<file path="src/rtl/gcd_controller.sv">
// Control FSM for the subtract-and-compare GCD datapath.
// Sequences operand load, compare/subtract iterations, result strobe and
// done/err reporting. Moore machine: every output decodes from state_reg only.
module gcd_controller #(
  parameter int CNT_W    = 8,
  parameter int MAX_ITER = 255
) (
  input  logic clk,
  input  logic rst,
  input  logic start,
  input  logic gt,
  input  logic lt,
  input  logic eq,
  output logic asel,
  output logic bsel,
  output logic aload,
  output logic bload,
  output logic out_en,
  output logic busy,
  output logic done,
  output logic err
);

  typedef enum logic [2:0] {
    S_IDLE,
    S_LOAD,
    S_CMP,
    S_SUB_A,
    S_SUB_B,
    S_OUT,
    S_DONE,
    S_ERR
  } state_t;

  localparam logic [CNT_W-1:0] MAX_CNT = CNT_W'(MAX_ITER);

  state_t           state_reg, state_next;
  logic [CNT_W-1:0] cnt_reg, cnt_next;
  logic             flags_onehot;

  // Exactly one compare flag must be set for the datapath to be trusted.
  assign flags_onehot = ({gt, lt, eq} == 3'b100) ||
                        ({gt, lt, eq} == 3'b010) ||
                        ({gt, lt, eq} == 3'b001);

  // State and iteration counter registers; reset abandons any run.
  always_ff @(posedge clk or negedge rst) begin
    if (!rst) begin
      state_reg <= S_IDLE;
      cnt_reg   <= '0;
    end else begin
      state_reg <= state_next;
      cnt_reg   <= cnt_next;
    end
  end

  // Next-state and counter update; CMP checks legality, equality, then timeout.
  always_comb begin
    state_next = state_reg;
    cnt_next   = cnt_reg;
    case (state_reg)
      S_IDLE: begin
        if (start) begin
          state_next = S_LOAD;
          cnt_next   = '0;
        end
      end
      S_LOAD: state_next = S_CMP;
      S_CMP: begin
        if (!flags_onehot)         state_next = S_ERR;
        else if (eq)               state_next = S_OUT;
        else if (cnt_reg == MAX_CNT) state_next = S_ERR;
        else if (gt)               state_next = S_SUB_A;
        else                       state_next = S_SUB_B;
      end
      S_SUB_A, S_SUB_B: begin
        // CMP already stops at MAX_CNT; the guard keeps the counter from wrapping.
        if (cnt_reg != MAX_CNT) cnt_next = cnt_reg + 1'b1;
        state_next = S_CMP;
      end
      S_OUT:   state_next = S_DONE;
      S_DONE:  state_next = S_IDLE;
      S_ERR:   state_next = S_IDLE;
      default: state_next = S_IDLE;
    endcase
  end

  // Moore output decode from the registered state only.
  always_comb begin
    asel   = 1'b0;
    bsel   = 1'b0;
    aload  = 1'b0;
    bload  = 1'b0;
    out_en = 1'b0;
    done   = 1'b0;
    err    = 1'b0;
    busy   = (state_reg != S_IDLE);
    case (state_reg)
      S_LOAD: begin
        asel  = 1'b1;
        bsel  = 1'b1;
        aload = 1'b1;
        bload = 1'b1;
      end
      S_SUB_A: aload  = 1'b1;
      S_SUB_B: bload  = 1'b1;
      S_OUT:   out_en = 1'b1;
      S_DONE:  done   = 1'b1;
      S_ERR:   err    = 1'b1;
      default: ;
    endcase
  end

endmodule
</file>
<file path="config.mk">
export PLATFORM = sky130hd
export DESIGN_NAME = gcd_controller
export DESIGN_NICKNAME = d
export VERILOG_FILES = /design/src/rtl/gcd_controller.sv
export SDC_FILE = /design/constraint.sdc
export NUM_CORES = 1
export LEC_CHECK = 0
export BUFFER_PORTS_ARGS = -buffer_cell sky130_fd_sc_hd__clkbuf_2
export CAP_MARGIN = 20
export CORE_MARGIN = 3
export CORE_UTILIZATION = 50
export CTS_CLUSTER_DIAMETER = 100
export DETAILED_ROUTE_END_ITERATION = 8
export GPL_ROUTABILITY_DRIVEN = 0
export GPL_TIMING_DRIVEN = 0
export MAX_ROUTING_LAYER = met4
export PLACE_DENSITY = 0.81
export RECOVER_POWER = 25
export SLEW_MARGIN = 10
export SYNTH_ARGS = -nofsm -noshare
export SYNTH_HDL_FRONTEND = slang
export SYNTH_SLANG_ARGS = --single-unit
</file>
<file path="constraint.sdc">
create_clock -name clk -period 2.4 [get_ports clk]
set_clock_uncertainty 0.2 [all_clocks]
set_input_delay 0.48 -clock clk [delete_from_list [all_inputs] [get_ports clk]]
set_output_delay 0.48 -clock clk [all_outputs]
set_load 0.1 [all_outputs]
</file>
==> impl_results.md <==
- Routed met2 length: 672 µm
- Measured slew at the worst slew-check pin: approximately 0.58 ns
- Highest metal used: met4
- Die area: roughly 1900 µm²
- Post-Syn Area: approximately 720 µm²
- Setup violators final: 0
- IO Count: 14
- Post-layout min period: between 2 and 2.5 ns
- Synth Area per Inst: between 9 and 10 µm²
- Synth area leaders: dfrtp_1 38%, xnor2_1 8.5%, a211oi_2 5.2%
- Max incr delay on CP: approximately 0.44 ns
- Clk buf depth: 2
- Fill count: around 120
- Die X: approximately 44 µm
- Period utilization: 0.970
- Buf+Inv Stages, Crit Path: 3
- Vias in the first global route: between 500 and 600
- Post-synth top area share: 0.383
- Commonest non-fill, non-tap cell in the layout: clkbuf_2
- Starting DRC count in detailed routing: 11
- Die H: about 44 µm
- Most frequent cells in the layout: 12 x clkbuf_2, 11 x dfrtp_1, 9 x nor2_1, 7 x xnor2_1, 5 x nand2_1
- Arr. time, crit path: about 1.7 ns
- Max reg flops: 8
- Clock slew at reported path FFs: ~0.07 ns
- Lkg Pwr: between 0.0003 and 0.0004 µW
- Multi-input gate area: just over 400 µm²
- Max FO, Critical Path: 10
- Critical path endpoint category: output port
- Core area: 1320 µm²
- Peak VDD IR: 0.00142 V
- WL per Instance: 12.4 µm
- Most frequent CP cell: nor2b_4
- Levels on crit path: 5
- Port buffer count: 13
- Drt pass-1 iters: 4
- Nets: approximately 100
- DRC viols: 0
- R2R Setup Slk: around 0.55 ns
- Post-Route WL: between 1 and 1.5 mm
- Root Driver: clkbuf_4
- R2R depth: 6
- Sequential-to-total area share from yosys stat: 0.383
- Antenna violations before repair: 0
- Area Growth Syn to Fin: 21.8%
- Final HPWL DP: about 1.0 mm
- N_diodes: 0
- Cells after DPL: between 100 and 150
- Critical-path top delay cell: clkbuf_2
- R2R Path End: cnt_reg[4]
- Pwr dens: 1420 nW/µm²
- Cell family with most CP delay: buffers and inverters
- Final worst-path setup slack: slightly above 0.07 ns
- CTS tree: done
- GRT Overall Usage: 0.167
- Data required, critical path: 1.72 ns
- First-pass GRT wire length: around 2.3 mm
- DRT met1 WL: a little over 600 µm
- Synth Instances: 76
- Drt via density: approximately 5.4
- Pins over their slew limit: 0
- ANT nets after route: 0
- Synth Register Bits: 11
- Number of distinct library cells after synthesis: 32
- Net count after synthesis: between 80 and 90
- # hold bufs at CTS: 1
- Initial Utilization: 0.545
- Met3 routed WL: 34 µm
- Worst-skew pair later-pin latency: between 0.2 and 0.3 ns
- Clock tree sinks: 11
- Hold crit path type: in2reg
- Setup TNS: 0 ns
- FP Rows: 13
- CP startpoint: state_reg[0]
- Postcts setup bufs: 0
- Achievable frequency: approximately 430 MHz
- RSZ-0062 raised after global routing: no
- Cts repair resizes: 0
- Final instance area: 875 µm²
- Finished Layout Cells: about 110
- Worst path cell trace: buf_6 > nor2b_4 > nor2b_4 > buf_12 > clkbuf_2
- Layout cell share with drive strength beyond 1: 0.309
- Status: finished clean
- Worst setup endpoint: bsel
- Synth Warn #: 0
- Vias: around 590
- CTS H-tree depth: 1
- Largest net degree at the start of global routing: 12
- FF-to-FF Start: cnt_reg[0]
- Crit start category: flop
- Pre-CTS WS: approximately 0.37 ns
- DP Area: 840 µm²
- Final Hold Viols: 0
- Overflow after GRT: 0
- Critical setup path kind: reg2out
- Worst slew margin: 0.614
- Hold Slack: roughly 0.3 ns
- Dominant cell type by area after synthesis: dfrtp_1
- Storage element area: ~280 µm²
- Max Cap Viol: 0
- CTS buffer count: 3
-- cell type report --
cell class | count | area share
multi-input combinational | 58 | 0.475
tap | 15 | 0.0215
clock buffer | 4 | 0.0300
timing repair buffer | 14 | 0.0844
inverter | 2 | 0.00858
sequential | 11 | 0.315
buffer | 5 | 0.0658
-- per-layer routing --
metal / GRT usage / up-vias
met5: - / -
met4: 0.0904 / 0
met3: 0.0249 / 2
met2: 0.250 / 10
met1: 0.214 / 275
li1: - / 299
-- stage by stage --
| stage | utilization | power (µW) |
|---|---|---|
| after floorplan | - | 1010 |
| after global placement | 0.637 | 1100 |
| after detailed placement | 0.637 | 1120 |
| after CTS | 0.665 | 1250 |
| after global routing | 0.664 | 1310 |
| final | 0.664 | 1240 |
-- synth_stat cells --
cell type  number
nand4_1         2
dfrtp_1        11
nand2_1         5
a21oi_1         4
o31ai_1         1
nor3b_4         1
a31o_1          1
and2_1          1
o21ai_0         1
a211oi_2        3
xnor2_1         7
o32ai_1         1
or3b_1          1
or2_1           1
a21boi_1        1
nor3_1          1
o22ai_4         1
buf_4           3
nand2_2         1
nor2b_1         3
nor3b_1         1
o21ai_1         2
ha_1            1
nand3_1         3
nor2_1         10
nor3_2          1
inv_1           2
buf_1           1
nand2b_1        2
and3b_1         1
and3_1          1
buf_6           1
-- kinds of logic (layout without fill, tap and decap cells) --
logic type / count (synthesis) / in the layout / synth area share
xor+xnor: 7 / 7 / 0.0854
fa+ha+maj: 1 / 1 / 0.0174
flops: 11 / 11 / 0.383
simple gates: 35 / 35 / 0.277
buf+inv: 7 / 25 / 0.0627
compound gates: 15 / 15 / 0.174
-- power breakdown --
part | switching (µW) | total, µW | leakage (µW) | internal, µW
sequential | 32.6 | 263 | 0.000146 | 231
clock | 64.7 | 129 | 0.0000150 | 64.5
combinational | 616 | 846 | 0.000220 | 230
total | 713 | 1240 | 0.000381 | 526
-- worst min path at each step --
stage,from,to,slack [ns],depth (start not counted)
after floorplan,rst,cnt_reg[0],-0.02,0
after global placement,rst,cnt_reg[0],0.16,1
after detailed placement,rst,cnt_reg[0],0.17,1
after CTS,gt,state_reg[1],0.29,3
after global routing,gt,state_reg[1],0.29,3
final,gt,state_reg[1],0.30,3
-- worst register-to-register path, stage by stage, from the launching register on --
cell and delay, ns:
dfrtp_1 0.39, ha_1 0.18, nand3_1 0.20, o22ai_4 0.38
a21oi_1 0.14, xnor2_1 0.19, nor2_1 0.05
Power figures use the tool's default switching activity.
